$ cat config.mk
export PLATFORM = sky130hd
export DESIGN_NAME = keypad_scanner
export DESIGN_NICKNAME = d
export VERILOG_FILES = /design/src/rtl/keypad_pkg.sv /design/src/rtl/keypad_debounce.sv /design/src/rtl/keypad_scanner.sv
export SDC_FILE = /design/constraint.sdc
export NUM_CORES = 1
export LEC_CHECK = 0
export ABC_AREA = 1
export BUFFER_PORTS_ARGS = -buffer_cell sky130_fd_sc_hd__buf_4
export CORE_UTILIZATION = 55
export DETAILED_ROUTE_END_ITERATION = 6
export GPL_TIMING_DRIVEN = 0
export PLACE_DENSITY = 0.74
export SYNTH_ARGS = -nofsm -noshare
export SYNTH_HDL_FRONTEND = slang
export SYNTH_HIERARCHICAL = 1
export SYNTH_SLANG_ARGS = --single-unit
$ cat constraint.sdc
create_clock -name clk -period 2.95 [get_ports clk]
set_clock_uncertainty 0.1 [all_clocks]
set_input_delay 0.1475 -clock clk [delete_from_list [all_inputs] [get_ports clk]]
set_output_delay 0.1475 -clock clk [all_outputs]
set_load 0.005 [all_outputs]
$ cat src/rtl/keypad_pkg.sv
// Shared types and the default 4x3 keymap for the keypad scanner.
package keypad_pkg;

  typedef enum logic [1:0] {
    FrameNone   = 2'd0,
    FrameSingle = 2'd1,
    FrameMulti  = 2'd2
  } frame_kind_e;

  localparam logic [3:0] KEY_E = 4'hE;
  localparam logic [3:0] KEY_F = 4'hF;

  // idx = row_idx * 3 + col_idx; row 0 carries E/0/F, rows 1..3 carry 1..9.
  function automatic logic [3:0] keymap_4x3(input int unsigned idx);
    logic [3:0] code;
    code = 4'h0;
    case (idx)
      0:       code = KEY_E;
      1:       code = 4'h0;
      2:       code = KEY_F;
      3:       code = 4'h1;
      4:       code = 4'h2;
      5:       code = 4'h3;
      6:       code = 4'h4;
      7:       code = 4'h5;
      8:       code = 4'h6;
      9:       code = 4'h7;
      10:      code = 4'h8;
      11:      code = 4'h9;
      default: code = 4'h0;
    endcase
    return code;
  endfunction

endpackage

$ cat src/rtl/keypad_debounce.sv
// Whole-frame debounce: tracks a candidate frame result and publishes accepted keys.
module keypad_debounce
  import keypad_pkg::*;
#(
  parameter int unsigned CODE_W   = 4,
  parameter int unsigned DEBOUNCE = 4,
  parameter int unsigned USE_MAP  = 1
) (
  input  logic              clk,
  input  logic              rst,
  input  logic              frame_valid,
  input  frame_kind_e       frame_kind,
  input  logic [CODE_W-1:0] frame_idx,
  output logic [CODE_W-1:0] key_code,
  output logic              key_valid,
  output logic              key_held,
  output logic              multi_key
);

  localparam logic [3:0] DebCnt = 4'(DEBOUNCE);

  frame_kind_e       cand_kind_q, cand_kind_d;
  logic [CODE_W-1:0] cand_idx_q, cand_idx_d;
  logic [3:0]        cnt_q, cnt_d;
  logic              match, accept;
  logic [CODE_W-1:0] mapped;

  logic [CODE_W-1:0] key_code_q, key_code_d;
  logic              key_valid_q, key_valid_d;
  logic              key_held_q, key_held_d;
  logic              multi_key_q, multi_key_d;

  assign mapped = (USE_MAP != 0) ? CODE_W'(keymap_4x3(32'(frame_idx))) : frame_idx;

  always_ff @(posedge clk) begin
    if (rst) begin
      cand_kind_q <= FrameNone;
      cand_idx_q  <= '0;
      cnt_q       <= 4'd0;
      key_code_q  <= '0;
      key_valid_q <= 1'b0;
      key_held_q  <= 1'b0;
      multi_key_q <= 1'b0;
    end else begin
      cand_kind_q <= cand_kind_d;
      cand_idx_q  <= cand_idx_d;
      cnt_q       <= cnt_d;
      key_code_q  <= key_code_d;
      key_valid_q <= key_valid_d;
      key_held_q  <= key_held_d;
      multi_key_q <= multi_key_d;
    end
  end

  always_comb begin
    cand_kind_d = cand_kind_q;
    cand_idx_d  = cand_idx_q;
    cnt_d       = cnt_q;
    match       = 1'b0;
    accept      = 1'b0;
    if (frame_valid) begin
      match = (frame_kind == cand_kind_q) &&
              ((frame_kind != FrameSingle) || (frame_idx == cand_idx_q));
      if (match) begin
        if (cnt_q != 4'd15) cnt_d = cnt_q + 4'd1;
      end else begin
        cand_kind_d = frame_kind;
        cand_idx_d  = frame_idx;
        cnt_d       = 4'd1;
      end
      // Fire only on the frame that reaches the threshold, not while saturated there.
      accept = (cnt_d == DebCnt) && (!match || (cnt_q != DebCnt));
    end
  end

  always_comb begin
    key_code_d  = key_code_q;
    key_valid_d = 1'b0;
    key_held_d  = key_held_q;
    multi_key_d = multi_key_q;
    if (accept) begin
      case (frame_kind)
        FrameSingle: begin
          if (!key_held_q || (key_code_q != mapped)) begin
            key_code_d  = mapped;
            key_valid_d = 1'b1;
            key_held_d  = 1'b1;
            multi_key_d = 1'b0;
          end
        end
        FrameMulti: begin
          multi_key_d = 1'b1;
          key_held_d  = 1'b0;
        end
        default: begin
          key_held_d  = 1'b0;
          multi_key_d = 1'b0;
        end
      endcase
    end
  end

  assign key_code  = key_code_q;
  assign key_valid = key_valid_q;
  assign key_held  = key_held_q;
  assign multi_key = multi_key_q;

endmodule

$ cat src/rtl/keypad_scanner.sv
// Row-strobing keypad scanner: synchronizes columns, rotates rows on a tick and
// collapses each full scan into a NONE/SINGLE/MULTI frame result for debounce.
module keypad_scanner
  import keypad_pkg::*;
#(
  parameter int unsigned ROWS     = 4,
  parameter int unsigned COLS     = 3,
  parameter int unsigned SCAN_DIV = 25000,
  parameter int unsigned DEBOUNCE = 4,
  parameter int unsigned CODE_W   = 4,
  parameter int unsigned USE_MAP  = 1
) (
  input  logic              clk,
  input  logic              rst,
  input  logic [COLS-1:0]   column,
  output logic [ROWS-1:0]   row,
  output logic [CODE_W-1:0] key_code,
  output logic              key_valid,
  output logic              key_held,
  output logic              multi_key
);

  localparam int unsigned RowW = $clog2(ROWS);
  localparam int unsigned ColW = (COLS > 1) ? $clog2(COLS) : 1;
  localparam int unsigned DivW = $clog2(SCAN_DIV);

  if ((ROWS < 2) || (COLS == 0) || (SCAN_DIV < 4) || (DEBOUNCE == 0) || (DEBOUNCE > 15) ||
      (CODE_W == 0) || ((64'(ROWS) * 64'(COLS)) > (64'd1 << CODE_W)) ||
      ((USE_MAP != 0) && ((ROWS != 4) || (COLS != 3)))) begin : g_param_check
    $fatal(1, "keypad_scanner: illegal parameter combination");
  end

  logic [COLS-1:0]   col_s1_q, col_s2_q;
  logic [DivW-1:0]   div_q, div_d;
  logic [RowW-1:0]   row_idx_q, row_idx_d;
  logic [1:0]        acc_cnt_q, acc_cnt_d;
  logic [CODE_W-1:0] acc_idx_q, acc_idx_d;

  logic              tick, last_row;
  logic [1:0]        row_cnt;
  logic [ColW-1:0]   first_col;
  logic [2:0]        cnt_sum;
  logic [1:0]        sum_cnt;
  logic [CODE_W-1:0] sum_idx;
  logic              frame_valid;
  frame_kind_e       frame_kind;

  always_ff @(posedge clk) begin
    if (rst) begin
      col_s1_q  <= '0;
      col_s2_q  <= '0;
      div_q     <= '0;
      row_idx_q <= '0;
      acc_cnt_q <= 2'd0;
      acc_idx_q <= '0;
    end else begin
      col_s1_q  <= column;
      col_s2_q  <= col_s1_q;
      div_q     <= div_d;
      row_idx_q <= row_idx_d;
      acc_cnt_q <= acc_cnt_d;
      acc_idx_q <= acc_idx_d;
    end
  end

  assign tick     = (div_q == DivW'(SCAN_DIV - 1));
  assign last_row = (row_idx_q == RowW'(ROWS - 1));
  assign div_d    = tick ? '0 : div_q + DivW'(1);
  assign row_idx_d = !tick ? row_idx_q : (last_row ? '0 : row_idx_q + RowW'(1));
  assign row      = ROWS'(1) << row_idx_q;

  // Per-row key count (saturating at 2) and lowest asserted column.
  always_comb begin
    row_cnt   = 2'd0;
    first_col = '0;
    for (int c = 0; c < COLS; c++) begin
      if (col_s2_q[c]) begin
        if (row_cnt == 2'd0) first_col = ColW'(c);
        if (row_cnt != 2'd2) row_cnt = row_cnt + 2'd1;
      end
    end
  end

  always_comb begin
    sum_cnt = acc_cnt_q;
    sum_idx = acc_idx_q;
    cnt_sum = {1'b0, acc_cnt_q} + {1'b0, row_cnt};
    if (tick && (row_cnt != 2'd0)) begin
      if (acc_cnt_q == 2'd0) sum_idx = CODE_W'(32'(row_idx_q) * COLS + 32'(first_col));
      sum_cnt = (cnt_sum >= 3'd2) ? 2'd2 : cnt_sum[1:0];
    end
    frame_valid = tick && last_row;
    acc_cnt_d   = frame_valid ? 2'd0 : sum_cnt;
    acc_idx_d   = frame_valid ? '0 : sum_idx;
    frame_kind  = (sum_cnt == 2'd0) ? FrameNone :
                  (sum_cnt == 2'd1) ? FrameSingle : FrameMulti;
  end

  keypad_debounce #(
    .CODE_W  (CODE_W),
    .DEBOUNCE(DEBOUNCE),
    .USE_MAP (USE_MAP)
  ) u_debounce (
    .clk        (clk),
    .rst        (rst),
    .frame_valid(frame_valid),
    .frame_kind (frame_kind),
    .frame_idx  (sum_idx),
    .key_code   (key_code),
    .key_valid  (key_valid),
    .key_held   (key_held),
    .multi_key  (multi_key)
  );

endmodule

==> results of run 1 <==
## timing repair
item                       in CTS  in global routing
setup endpoints to repair      17                 17
cloned                          1                  1
hold endpoints to repair        4                  0
resized for setup              14                 11
buffers inserted                9                  3
hold buffers                    4                  0
pin swaps                       8                  8
## cells in the mapped netlist, types with 5 or more instances
cell / instances / area share
nand2_1: 117 / 0.15
ha_1: 14 / 0.062
inv_2: 8 / 0.011
nor3_1: 7 / 0.012
nand3_1: 27 / 0.047
nand4_1: 13 / 0.029
o21ai_0: 10 / 0.018
a21oi_1: 19 / 0.033
nand2_2: 5 / 0.011
nor2_1: 46 / 0.061
inv_1: 61 / 0.080
a21oi_2: 6 / 0.018
nor2_2: 7 / 0.015
dfxtp_1: 46 / 0.32
## layer usage
| metal | GRT usage | up-vias |
|---|---|---|
| li1 | - | 1398 |
| met1 | 0.316 | 1225 |
| met2 | 0.407 | 27 |
| met3 | 0.0325 | 6 |
| met4 | 0.0769 | 0 |
| met5 | 0 | - |
## state kept, by name (all words and copies together) (netlist names)
signal and flops:
div_q 15, acc_idx_q 4, u_debounce/cand_idx_q 4, u_debounce/cnt_q 4, u_debounce/key_code 4, col_s1_q 3, col_s2_q 3, acc_cnt_q 2
row_idx_q 2, u_debounce/cand_kind_q 2, u_debounce/key_held 1, u_debounce/key_valid 1, u_debounce/multi_key 1
## layout by cell type, fill, tap and decap left out, types with 8 or more instances in the layout
| master | Yosys | final |
|---|---|---|
| a21oi_1 | 19 | 19 |
| buf_4 | 0 | 26 |
| dfxtp_1 | 46 | 42 |
| ha_1 | 14 | 12 |
| inv_1 | 61 | 58 |
| inv_2 | 8 | 9 |
| nand2_1 | 117 | 107 |
| nand2_2 | 5 | 13 |
| nand3_1 | 27 | 26 |
| nand4_1 | 13 | 13 |
| nor2_1 | 46 | 41 |
| nor2_2 | 7 | 12 |
| o21ai_1 | 4 | 8 |
## final cells by class
type / count / area (µm²) / area share
clock inverters: 1 / 8.76 / 0.00258
flip-flops and latches: 46 / 926 / 0.273
plain buffers: 3 / 35.0 / 0.0103
well taps: 67 / 83.8 / 0.0247
clock buffers: 7 / 96.3 / 0.0284
inverters: 69 / 264 / 0.0777
multi-input cells: 302 / 1740 / 0.511
repair buffers: 31 / 246 / 0.0726
## worst min path at each step
stage	from	endpoint	slack, ns	cells after the start
2_1_floorplan	rst	col_s2_q[1]	0.11	1
3_3_place_gp	column[2]	col_s1_q[2]	0.25	3
3_5_place_dp	column[0]	col_s1_q[0]	0.26	3
4_1_cts	col_s1_q[0]	col_s2_q[0]	0.30	2
5_1_grt	col_s1_q[1]	col_s2_q[1]	0.32	2
6_report	col_s1_q[1]	col_s2_q[1]	0.30	2
## kinds of logic after synthesis
kind of cell,after synthesis,share of synthesized area
and+or+nand+nor,236,0.385
buffers and inverters,72,0.103
DFF,46,0.324
AOI/OAI and AO/OA,43,0.0936
adders and majority gates,17,0.0826
xor gates and xnor gates,4,0.0123
## tightest hold or removal path: cells and delay by family (launching register included)
family                 cells  cell delay, ns
buffers and inverters      1            0.04
DFF                        1            0.31
and+or+nand+nor            1            0.03
## metrics by stage
| stage | cells | instance area, µm² | power, W | hold slack [ns] | setup TNS, ns |
|---|---|---|---|---|---|
| floorplan | 418 | 2870 | 0.000689 | 0.111 | -1.57 |
| global placement | 500 | 3060 | 0.000705 | 0.254 | -5.82 |
| detailed placement | 500 | 3060 | 0.000706 | 0.256 | -6.58 |
| CTS | 522 | 3340 | 0.00114 | 0.300 | -5.91 |
| global route | 526 | 3400 | 0.00118 | 0.321 | -10.08 |
| finish | 526 | 3400 | 0.00114 | 0.299 | -7.26 |
## power groups by stage
stage / Combinational [W] / Sequential (W) / Clock [W]
finish: 0.0000694 / 0.000633 / 0.000434
global route: 0.0000774 / 0.000634 / 0.000467
CTS: 0.0000674 / 0.000633 / 0.000441
detailed placement: 0.0000582 / 0.000648 / 0
global placement: 0.0000574 / 0.000647 / 0
floorplan: 0.0000422 / 0.000646 / 0
==> flow_metrics.env, run 1 <==
export IMPL_syn_nets=440
export IMPL_routed_via_density=5.05
export IMPL_fin_ws_ns=-0.523
export IMPL_r2r_slack_ns=-0.52
export IMPL_die_height_um=73.9
export IMPL_hp_class="register to register"
export IMPL_critPathCaptureType="register"
export IMPL_fin_crit_ns=3.47
export IMPL_synth_ff_type="dfxtp_1"
export IMPL_dp_slack_ns=-0.536
export IMPL_worstMarginPinSlew_ns=0.525
export IMPL_initial_utilization=0.587
export IMPL_cp_top_family="adder cells"
export IMPL_fin_util=0.700
export IMPL_hold_viol=0
export IMPL_synthDistinctLibCells=33
export IMPL_power_internal_w=0.000873
export IMPL_top_layer_used="met4"
export IMPL_globalRouteTotalUtil=0.240
export IMPL_cp_num_cells=23
export IMPL_cts_root_buf="clkbuf_8"
export IMPL_worstReg2RegEnd="u_debounce/cand_kind_q[0]"
export IMPL_ios=16
export IMPL_comb_power_share=0.061
export IMPL_crit_end="u_debounce/cand_kind_q[0]"
export IMPL_nNetsFinal=480
export IMPL_drive_above_1_share=0.233
export IMPL_yosysWarnings=6
export IMPL_seqPwrFrac=0.557
export IMPL_rsz0062_at_grt="true"
export IMPL_cp_slowest_cell="fa_1"
export IMPL_numPortBuffers=15
export IMPL_setup_viol=17
export IMPL_status="complete, but fails checks"
export IMPL_diodes=0
export IMPL_async_flop_share=0
export IMPL_drv_slew=0
export IMPL_grt_antenna_before_repair=0
export IMPL_syn_area_per_cell_um2=6.81
export IMPL_clk_pin_slew_ns=0.09
export IMPL_pwr_density_cell_nw_per_um2=335
export IMPL_antenna_left=0
export IMPL_wl_per_cell_um=11.7
export IMPL_crit_buf_inv=5
export IMPL_syn_inst=418
export IMPL_fin_crit_sh=1.18
export IMPL_violations="setup timing"
export IMPL_max_cap_violations=0
export IMPL_dr_total_vias=2656
export IMPL_cpMostUsedCell="nand2_1"
export IMPL_seq_area_frac_synth=0.324
export IMPL_cts_tree="done"
export IMPL_grt_overflow=0
export IMPL_fillers=415
export IMPL_clkPwrFrac=0.382
export IMPL_slowest_delay_ns=0.48
export IMPL_grt_max_degree=15
export IMPL_path_class="register to register"
export IMPL_wl_met3_um=146
export IMPL_critPathLaunchType="register"
export IMPL_synth_edff_count=0
export IMPL_p_sw_frac=0.232
export IMPL_clk_latency_ns=0.30
export IMPL_first_iter_violations=135
export IMPL_syn_cell_area_um2=2850
export IMPL_cts_buffers=5
export IMPL_startpoint="col_s2_q[0]"
export IMPL_drt_first_pass_iters=4
export IMPL_die_w_um=73.9
export IMPL_p_switching_w=0.000264
export IMPL_ir_drop_mv=0.333
export IMPL_leakagePower_nw=1.47
export IMPL_cp_arrival_ns=3.60
export IMPL_gp_congestion=0.870
export IMPL_max_slew_margin=0.650
export IMPL_wl_met1_mm=3.06
export IMPL_ff2ff_path_depth=23
export IMPL_r2r_start="col_s2_q[0]"
export IMPL_areaGrowthSynthToFinish_pct=19.3
export IMPL_htreeDepth=2
export IMPL_path_cells="inv_2, ha_4, nand2_4, fa_1, inv_1, ha_2, fa_1, nand2_1, nand2_1, nand4_1, nand2_2, buf_4, nand2_1, nand2_2, nor2_1, nand2_1, nand2_2, buf_4, nand2_4, nand2_4, inv_4, o21ai_1, a21oi_1"
export IMPL_dieArea_um2=5470
export IMPL_grt_pass1_vias=2396
export IMPL_crit_required_ns=3.07
export IMPL_detailed_place_hpwl_mm=4.44
export IMPL_wirelength_mm=6.14
export IMPL_grt_pass1_wl_mm=10.1
export IMPL_clockBufferDepth=2
export IMPL_drcViolationCount=0
export IMPL_core_um2=4850
export IMPL_critPathMaxFanout=5
export IMPL_max_freq_mhz=288
export IMPL_cts_sinks=46
export IMPL_dr_wl_met2_mm=2.87
export IMPL_ys_ff_latch=46
export IMPL_rows=25
Power figures use the tool's default switching activity.
==> inputs of run 2 (changes only) <==
--- a/config.mk
+++ b/config.mk
@@ -7,6 +7,7 @@
 export LEC_CHECK = 0
 export ABC_AREA = 1
 export BUFFER_PORTS_ARGS = -buffer_cell sky130_fd_sc_hd__buf_4
+export CORE_ASPECT_RATIO = 0.75
 export CORE_UTILIZATION = 55
 export DETAILED_ROUTE_END_ITERATION = 6
 export GPL_TIMING_DRIVEN = 0
==> run 2 against run 1 <==
Compared with the run above: the flow still finishes with violations (setup timing); worst hold slack improved by 0.0045 ns; maximum frequency fell by 0.53%; global-route usage rose by 1.4 points; register-to-register slack got worse by 0.02 ns; combinational power rose by 0.7%; highest routed layer unchanged; cell area rose by 1.2%; wire length rose by 8.9%; sequential share of layout area fell by 0.33 points; clock power rose by 9.7%; total power rose by 3.7%; cell count fell by 0.95%.
==> flow_metrics.env, run 2 (same netlist as run 1, synthesis figures left out) <==
export IMPL_detailed_place_hpwl_mm=4.59
export IMPL_diodes=0
export IMPL_r2r_slack_ns=-0.54
export IMPL_clk_pin_slew_ns=0.09
export IMPL_status="complete, but fails checks"
export IMPL_cts_sinks=46
export IMPL_p_switching_w=0.000272
export IMPL_areaGrowthSynthToFinish_pct=20.7
export IMPL_slowest_delay_ns=0.50
export IMPL_fin_crit_sh=1.18
export IMPL_pwr_density_cell_nw_per_um2=343
export IMPL_critPathCaptureType="register"
export IMPL_grt_pass1_wl_mm=10.9
export IMPL_cts_root_buf="clkbuf_8"
export IMPL_fin_util=0.698
export IMPL_first_iter_violations=212
export IMPL_dr_wl_met2_mm=2.80
export IMPL_globalRouteTotalUtil=0.254
export IMPL_comb_power_share=0.059
export IMPL_wl_met1_mm=3.47
export IMPL_grt_overflow=0
export IMPL_htreeDepth=2
export IMPL_violations="setup timing"
export IMPL_drt_first_pass_iters=5
export IMPL_gp_congestion=0.913
export IMPL_drive_above_1_share=0.247
export IMPL_placed_cell_area_um2=3060
export IMPL_r2r_start="col_s2_q[0]"
export IMPL_clockBufferDepth=2
export IMPL_ir_drop_mv=0.271
export IMPL_final_common_cell="nand2_1"
export IMPL_grt_max_degree=15
export IMPL_top_register="div_q"
export IMPL_max_cap_violations=0
export IMPL_wl_per_cell_um=12.8
export IMPL_cp_slowest_cell="fa_1"
export IMPL_crit_buf_inv=3
export IMPL_worstReg2RegEnd="u_debounce/key_code[2]"
export IMPL_setup_viol=17
export IMPL_core_um2=4930
export IMPL_min_delay_start="col_s1_q[0]"
export IMPL_final_cell_mix="106 x nand2_1, 57 x inv_1, 42 x dfxtp_1"
export IMPL_numPortBuffers=15
export IMPL_leakagePower_nw=1.50
export IMPL_cts_tree="done"
export IMPL_rows=22
export IMPL_ff2ff_path_depth=22
export IMPL_max_slew_margin=0.578
export IMPL_seqPwrFrac=0.537
export IMPL_grt_antenna_before_repair=0
export IMPL_p_sw_frac=0.231
export IMPL_grt_pass1_vias=2357
export IMPL_top_layer_used="met4"
export IMPL_path_class="register to register"
export IMPL_nNetsFinal=482
export IMPL_power_internal_w=0.000907
export IMPL_crit_required_ns=3.06
export IMPL_cpMostUsedCell="nand2_2"
export IMPL_min_path_cells=2
export IMPL_dr_total_vias=2721
export IMPL_clk_latency_ns=0.30
export IMPL_hp_class="register to register"
export IMPL_design_area_um2=3440
export IMPL_die_w_um=85.1
export IMPL_wl_met3_um=338
export IMPL_largest_register_ffs=15
export IMPL_hold_path_endpoint="col_s2_q[0]"
export IMPL_cp_top_family="simple AND/OR/NAND/NOR gates"
export IMPL_max_freq_mhz=286
export IMPL_clkPwrFrac=0.404
export IMPL_critPathMaxFanout=5
export IMPL_dieArea_um2=5470
export IMPL_drcViolationCount=0
export IMPL_worstMarginPinSlew_ns=0.633
export IMPL_fin_ws_ns=-0.542
export IMPL_initial_utilization=0.578
export IMPL_die_height_um=64.3
export IMPL_path_cells="inv_2, ha_4, nand2_4, fa_1, inv_1, ha_2, fa_1, nand2_1, nand2_1, nand4_1, nand2_2, inv_4, nand2_2, nand2_2, nor2_1, nand2_1, nand2_2, nand3_4, nor2_4, nand3_4, nor2_1, nor2_1"
export IMPL_drv_slew=0
export IMPL_cp_arrival_ns=3.60
export IMPL_antenna_left=0
export IMPL_rsz0062_at_grt="true"
export IMPL_critPathLaunchType="register"
export IMPL_ios=16
export IMPL_wirelength_mm=6.69
export IMPL_routed_via_density=5.22
export IMPL_fin_crit_ns=3.49
export IMPL_cts_buffers=5
export IMPL_hold_viol=0
-- run 2: cell count changes in the layout (fill, tap and decap cells not counted), moves of 2 or more --
cell / previous run / this run
a21oi_1: 19 / 17
a21oi_2: 6 / 8
buf_4: 26 / 28
clkbuf_8: 7 / 5
clkinv_2: 0 / 2
-- run 2: timing repair --
item                                    4_1_cts  5_1_grt
buffers inserted                             10        4
hold buffers                                  4        0
gates resized for setup                      11       22
endpoints found under the setup margin       17       17
pin swaps                                     5        8
hold endpoints to repair                      4        0
gates cloned                                  1        1
-- run 2: final cells by class --
cell class	count	area, µm²
Sequential cell	46	926
Fill cell	435	1490
Clock inverter	3	40.0
Timing Repair Buffer	33	262
Buffer	3	35.0
Clock buffer	5	68.8
Multi-Input combinational cell	302	1770
Inverter	69	264
Tap cell	60	75.1
-- run 2: stage by stage --
| stage | power [W] | hold WS (ns) | worst slack (ns) | TNS [ns] | instances |
|---|---|---|---|---|---|
| after floorplan | 0.000689 | 0.111 | -0.207 | -1.57 | 418 |
| after global placement | 0.000704 | 0.248 | -0.483 | -6.17 | 493 |
| after detailed placement | 0.000706 | 0.260 | -0.604 | -7.94 | 493 |
| after CTS | 0.00119 | 0.309 | -0.496 | -6.42 | 516 |
| after global routing | 0.00123 | 0.327 | -0.740 | -10.89 | 521 |
| final | 0.00118 | 0.304 | -0.542 | -7.56 | 521 |
-- run 2: power by group through the flow --
stage	logic, W	clock network, W	registers, W
6_report	0.0000699	0.000476	0.000633
5_1_grt	0.0000771	0.000516	0.000634
4_1_cts	0.0000660	0.000487	0.000633
3_5_place_dp	0.0000586	0	0.000647
3_3_place_gp	0.0000572	0	0.000647
2_1_floorplan	0.0000422	0	0.000646
-- run 2: worst max path at each step --
stage | start | endpoint | slack (ns) | cells after the start
6_report | col_s2_q[0] | u_debounce/key_code[2] | -0.54 | 22
5_1_grt | col_s2_q[1] | u_debounce/key_code[0] | -0.74 | 23
4_1_cts | col_s2_q[1] | u_debounce/key_code[0] | -0.50 | 23
3_5_place_dp | row_idx_q[0] | u_debounce/key_code[0] | -0.60 | 21
3_3_place_gp | row_idx_q[0] | u_debounce/key_code[3] | -0.48 | 20
2_1_floorplan | col_s2_q[1] | u_debounce/key_code[0] | -0.21 | 22
-- run 2: worst min-delay path, stage by stage, from the launching register on --
cell     delay (ns)
dfxtp_1        0.31
inv_1          0.04
nor2_1         0.03
-- run 2: per-layer routing --
metal  GRT usage  vias up
li1            -     1404
met1       0.385     1235
met2       0.371       75
met3      0.0388        7
met4      0.0678        0
met5           0        -
